--- config.mk ---
export PLATFORM = sky130hd
export DESIGN_NAME = load_store_unit
export DESIGN_NICKNAME = d
export VERILOG_FILES = /design/src/rtl/load_store_unit.sv
export SDC_FILE = /design/constraint.sdc
export NUM_CORES = 1
export LEC_CHECK = 0
export CORE_AREA = 2 2 144 146
export CTS_CLUSTER_SIZE = 25
export DETAILED_ROUTE_END_ITERATION = 12
export DIE_AREA = 0 0 146 148
export PLACE_DENSITY = 0.65
export RECOVER_POWER = 50
export SLEW_MARGIN = 20
export SYNTH_ARGS = -nofsm -noshare
export SYNTH_HDL_FRONTEND = slang
export SYNTH_SLANG_ARGS = --single-unit
export TNS_END_PERCENT = 30
--- constraint.sdc ---
create_clock -name clk -period 6.71 [get_ports clk]
set_input_delay 1.0065 -clock clk [delete_from_list [all_inputs] [get_ports clk]]
set_output_delay 1.0065 -clock clk [all_outputs]
set_load 0.01 [all_outputs]
--- src/rtl/load_store_unit.sv ---
// Load/store unit: aligns core accesses onto a word-wide memory port and extends load results.
// Latency: done two cycles after the request at best; stall holds the core while busy, memory paces via mem_valid.
module load_store_unit #(
    parameter int DATA_W  = 32,
    parameter int TIMEOUT = 16,
    localparam int STRB_W = DATA_W / 8
) (
    input  logic              clk,
    input  logic              rst,
    input  logic              load,
    input  logic              store,
    input  logic [2:0]        funct3,
    input  logic [DATA_W-1:0] addr,
    input  logic [DATA_W-1:0] store_data,
    output logic              stall,
    output logic              done,
    output logic [DATA_W-1:0] load_data,
    output logic              err_misaligned,
    output logic              err_timeout,
    output logic              mem_request,
    output logic              mem_re_we,
    output logic [STRB_W-1:0] mem_mask,
    output logic [DATA_W-1:0] mem_addr,
    output logic [DATA_W-1:0] mem_wdata,
    input  logic [DATA_W-1:0] mem_rdata,
    input  logic              mem_valid
);

    localparam int         OFF_W   = $clog2(STRB_W);
    localparam logic [7:0] TO_LAST = 8'(TIMEOUT - 1);

    typedef enum logic [1:0] {IDLE, BUSY, DONE} state_t;

    state_t            state_q;
    logic [7:0]        cnt_q;
    logic [1:0]        size_q;
    logic              sign_q;
    logic [OFF_W-1:0]  off_q;
    logic              done_q;
    logic              err_mis_q;
    logic              err_to_q;
    logic [DATA_W-1:0] load_data_q;
    logic              mem_request_q;
    logic              mem_re_we_q;
    logic [STRB_W-1:0] mem_mask_q;
    logic [DATA_W-1:0] mem_addr_q;
    logic [DATA_W-1:0] mem_wdata_q;

    logic              illegal_d;
    logic              misaligned_d;
    logic [STRB_W-1:0] size_mask_d;
    logic [STRB_W-1:0] mask_d;
    logic [DATA_W-1:0] wdata_d;
    logic [DATA_W-1:0] addr_d;
    logic [DATA_W-1:0] shifted_d;
    logic [DATA_W-1:0] ext_d;

    always_comb begin
        // A simultaneous load+store is a load, so only a pure store rejects the unsigned encodings.
        illegal_d = (funct3 == 3'b111) || (store && !load && funct3[2]) ||
                    ((DATA_W == 32) && ((funct3 == 3'b011) || (funct3 == 3'b110)));

        misaligned_d = 1'b0;
        size_mask_d  = '1;
        wdata_d      = store_data;
        case (funct3[1:0])
            2'd0: begin
                size_mask_d = STRB_W'(1);
                wdata_d     = {STRB_W{store_data[7:0]}};
            end
            2'd1: begin
                misaligned_d = addr[0];
                size_mask_d  = STRB_W'(3);
                wdata_d      = {(STRB_W/2){store_data[15:0]}};
            end
            2'd2: begin
                misaligned_d = |addr[1:0];
                size_mask_d  = STRB_W'(15);
                wdata_d      = {(STRB_W/4){store_data[31:0]}};
            end
            default: begin
                misaligned_d = |addr[2:0];
            end
        endcase
        mask_d = size_mask_d << addr[OFF_W-1:0];

        addr_d             = addr;
        addr_d[OFF_W-1:0]  = '0;

        shifted_d = mem_rdata >> {off_q, 3'b000};
        ext_d     = shifted_d;
        case (size_q)
            2'd0:    for (int i = 8; i < DATA_W; i++)  ext_d[i] = sign_q & shifted_d[7];
            2'd1:    for (int i = 16; i < DATA_W; i++) ext_d[i] = sign_q & shifted_d[15];
            2'd2:    for (int i = 32; i < DATA_W; i++) ext_d[i] = sign_q & shifted_d[31];
            default: ext_d = mem_rdata;
        endcase
    end

    always_ff @(posedge clk or posedge rst) begin
        if (rst) begin
            state_q       <= IDLE;
            cnt_q         <= '0;
            size_q        <= '0;
            sign_q        <= 1'b0;
            off_q         <= '0;
            done_q        <= 1'b0;
            err_mis_q     <= 1'b0;
            err_to_q      <= 1'b0;
            load_data_q   <= '0;
            mem_request_q <= 1'b0;
            mem_re_we_q   <= 1'b0;
            mem_mask_q    <= '0;
            mem_addr_q    <= '0;
            mem_wdata_q   <= '0;
        end else begin
            case (state_q)
                IDLE: begin
                    if (load || store) begin
                        if (illegal_d || misaligned_d) begin
                            state_q     <= DONE;
                            done_q      <= 1'b1;
                            err_mis_q   <= 1'b1;
                            load_data_q <= '0;
                        end else begin
                            state_q       <= BUSY;
                            cnt_q         <= '0;
                            size_q        <= funct3[1:0];
                            sign_q        <= !funct3[2];
                            off_q         <= addr[OFF_W-1:0];
                            mem_request_q <= 1'b1;
                            mem_re_we_q   <= !load;
                            mem_mask_q    <= mask_d;
                            mem_addr_q    <= addr_d;
                            mem_wdata_q   <= wdata_d;
                        end
                    end
                end
                BUSY: begin
                    if (mem_valid) begin
                        state_q       <= DONE;
                        done_q        <= 1'b1;
                        mem_request_q <= 1'b0;
                        load_data_q   <= mem_re_we_q ? '0 : ext_d;
                    end else if (cnt_q == TO_LAST) begin
                        state_q       <= DONE;
                        done_q        <= 1'b1;
                        err_to_q      <= 1'b1;
                        mem_request_q <= 1'b0;
                        load_data_q   <= '0;
                    end else begin
                        cnt_q <= cnt_q + 8'd1;
                    end
                end
                DONE: begin
                    state_q   <= IDLE;
                    done_q    <= 1'b0;
                    err_mis_q <= 1'b0;
                    err_to_q  <= 1'b0;
                end
                default: state_q <= IDLE;
            endcase
        end
    end

    // Gated by rst so the core is released the moment reset is applied.
    assign stall = !rst && ((state_q == BUSY) || ((state_q == IDLE) && (load || store)));

    assign done           = done_q;
    assign err_misaligned = err_mis_q;
    assign err_timeout    = err_to_q;
    assign load_data      = load_data_q;
    assign mem_request    = mem_request_q;
    assign mem_re_we      = mem_re_we_q;
    assign mem_mask       = mem_mask_q;
    assign mem_addr       = mem_addr_q;
    assign mem_wdata      = mem_wdata_q;

endmodule
==> flow_metrics.py <==
metrics = {
    "layout": {
        "syn2layout_area_growth_pct": 47.4,
        "nFillCells": 2003,
        "final_cell_mix": "nand2_1, dfrtp_1, dlygate4sd3_1",
        "diodes": 0,
        "drive_gt1_frac": 0.0660,
        "final_common_cell": "nand2_1",
        "fin_nets": 945,
    },
    "setup_path": {
        "startpoint_type": "input pin",
        "reg2reg_from": "state_q[1]",
        "worstSetupStartpoint": "funct3[1]",
        "crit_required_ns": 7.06,
        "crit_path_end_kind": "flop",
        "cp_max_fo": 99,
        "arrival_ns": 4.80,
        "critical_path_class": "in -> reg",
        "reg2regPathDepth": 5,
        "regToRegEndpoint": "load_data[26]",
        "r2r_slack_ns": 3.79,
        "critPathCapture": "mem_mask[2]",
    },
    "clock_network": {
        "cts_repair_resize_count": 0,
        "cts_tree": "yes",
        "clk_latency_ns": 0.42,
        "cts_setup_buffers": 0,
        "htreeDepth": 4,
        "root_buffer": "clkbuf_16",
        "clk_pin_slew_ns": 0.05,
        "numCtsBuffers": 17,
        "cts.sinks": 118,
        "clock_path_buffers": 2,
        "ctsHoldBuffers": 0,
    },
    "placement": {
        "port_buffers": 207,
        "dpl.hpwl_um": 12600,
        "place_congestion": 0.838,
    },
    "floorplanning": {
        "rows": 52,
        "pin_count": 210,
        "core_um2": 20000,
        "fp.dieW_um": 146,
        "die-area_um2": 21600,
        "initial_core_util": 0.297,
        "chipHeight_um": 148,
    },
    "grt": {
        "antenna_found_initial": 0,
        "track_usage": 0.169,
        "globalRouteOverflowTotal": 0,
        "grt_max_degree": 100,
        "grt_pass1_vias": 5320,
        "grt_pass1_wl_um": 29000,
    },
    "timing": {
        "worstMarginPinSlew_ns": 2.69,
        "slew_violations": 155,
        "slew_headroom": -0.803,
        "fmax_mhz": 224,
        "finClkSkew_ns": 0.0143,
        "hold_violations": 0,
        "setup_viol": 0,
        "min_period_ns": 4.46,
        "tns_ns": 0,
        "period_share": 0.665,
        "rsz0062_at_grt": "no",
    },
    "synth": {
        "synth_warnings": 0,
        "yosys.area_share.xor_xnor": 0,
        "synth_top_family_by_area": "simple AND/OR/NAND/NOR gates",
        "syn-instance-count": 650,
        "synth-compound-area-share": 0.179,
        "ys_seq_area_frac": 0.496,
        "synth.distinct_cells": 57,
        "ys_async_sr_fraction": 1.00,
        "synth_mux_area_frac": 0.0599,
        "mappedNetlistArea_um2": 5950,
        "synth_ff_type": "dfrtp_1",
        "ys_seq_elements": 118,
        "yosys.area_share.simple": 0.211,
        "syn-mean-instance-area_um2": 9.15,
        "post_synth_fa_ha_maj_area_fraction": 0.0105,
        "synth_edf_count": 0,
    },
    "routing": {
        "drt-total-wl_um": 18400,
        "drc": 0,
        "post_drt_wl_per_cell_um": 16.4,
        "vias": 5447,
        "ant_nets": 0,
        "via_per_inst": 4.87,
        "drt_pre_antenna_iters": 6,
        "dr.first_iter.drc_count": 263,
    },
    "run": {
        "drv_cap": 3,
    },
    "pwr": {
        "p_per_area_nw_per_um2": 408,
        "ir_drop_mv": 0.211,
        "leakage_nw": 4.01,
        "power_mw": 3.58,
    },
    "status": {
        "outcome": "complete, but fails checks",
        "violations": "max-capacitance violations, max-slew violations",
    },
    "worst_hold_path": {
        "hold_path.class": "reg -> reg",
    },
}
==> Yosys cell counts, types with 2 or more instances <==
cell / count / area share
mux2_2: 5 / 0.0095
nor3b_2: 3 / 0.0063
inv_1: 12 / 0.0076
nand3b_1: 2 / 0.0025
nor3_1: 5 / 0.0042
buf_1: 3 / 0.0019
a22oi_1: 12 / 0.015
nand3_1: 3 / 0.0025
or3_1: 4 / 0.0042
a211oi_1: 2 / 0.0025
o31ai_1: 2 / 0.0025
mux2i_1: 30 / 0.050
o21ai_0: 9 / 0.0076
a22o_1: 7 / 0.010
ha_1: 5 / 0.011
and2_1: 4 / 0.0042
a221o_1: 22 / 0.037
o211ai_1: 15 / 0.019
o221ai_1: 5 / 0.0074
o21ai_1: 35 / 0.029
nor2b_1: 12 / 0.013
nand2_1: 179 / 0.11
and3b_1: 2 / 0.0029
clkbuf_1: 24 / 0.015
buf_2: 16 / 0.013
and3_1: 2 / 0.0021
nand2b_1: 18 / 0.019
nor2_1: 34 / 0.021
a21oi_1: 32 / 0.027
buf_4: 2 / 0.0025
dfrtp_1: 118 / 0.50
==> report_power, final <==
part	internal (mW)	switching [mW]	total, mW	leakage [nW]
Clock	0.547	0.346	0.893	0.276
Sequential	0.991	0.211	1.20	1.52
Combinational	0.708	0.775	1.48	2.21
Total	2.25	1.33	3.58	4.01
==> state kept, by name, summed over array words and instances, names as in the netlist <==
name            count
load_data          32
mem_wdata          32
mem_addr           30
cnt_q               8
mem_mask            4
off_q               2
size_q              2
state_q             2
done                1
err_misaligned      1
err_timeout         1
mem_re_we           1
mem_request         1
sign_q              1
==> worst min-delay path by stage <==
stage,from,endpoint,slack (ns),cells past startpoint
2_1_floorplan,sign_q,sign_q,0.50,2
3_3_place_gp,load_data[5],load_data[5],0.45,2
3_5_place_dp,load_data[0],load_data[0],0.46,2
4_1_cts,load_data[0],load_data[0],0.47,2
5_1_grt,mem_wdata[6],mem_wdata[6],0.49,2
6_report,load_data[5],load_data[5],0.46,2
==> worst max-delay path, stage by stage <==
cell and delay [ns]:
clkdlybuf4s50_1 0.45, clkbuf_1 1.26, and3b_1 0.33, nor4_1 0.49
nand2_4 0.66, a221oi_1 0.46, a21o_1 0.12
==> metal layers <==
metal	global-route usage	up-vias	routed length (um)
met1	0.224	2541	7990
met4	0.0437	0	231
met5	0	-	0
met2	0.255	244	8160
met3	0.0738	19	1980
li1	-	2643	-
==> cells by family after synthesis <==
logic type / after synthesis
and+or+nand+nor: 279
AOI/OAI and AO/OA: 154
DFF: 118
buffers and inverters: 58
muxes: 35
adders and majority gates: 5
other: 1
==> final cells by class <==
| cell class | count | area [um^2] | area share |
|---|---|---|---|
| tap | 270 | 338 | 0.0385 |
| clock buffer | 17 | 425 | 0.0485 |
| multi-input combinational | 475 | 2750 | 0.313 |
| inverter | 12 | 46.3 | 0.00528 |
| clock inverter | 14 | 154 | 0.0176 |
| timing repair buffer | 212 | 2100 | 0.240 |
| sequential | 118 | 2950 | 0.337 |
==> through the flow <==
stage | hold slack (ns) | worst slack, ns | instances | cell area [um^2] | util
global route | 0.491 | 1.57 | 1118 | 8770 | 0.438
CTS | 0.469 | 3.10 | 1118 | 8780 | 0.438
global placement | 0.453 | 2.78 | 1087 | 8200 | 0.409
finish | 0.457 | 2.25 | 1118 | 8770 | 0.438
detailed placement | 0.457 | 2.75 | 1087 | 8200 | 0.409
floorplan | 0.501 | 2.57 | 651 | 5950 | -
Note: power is estimated with default switching activity, not from simulation.
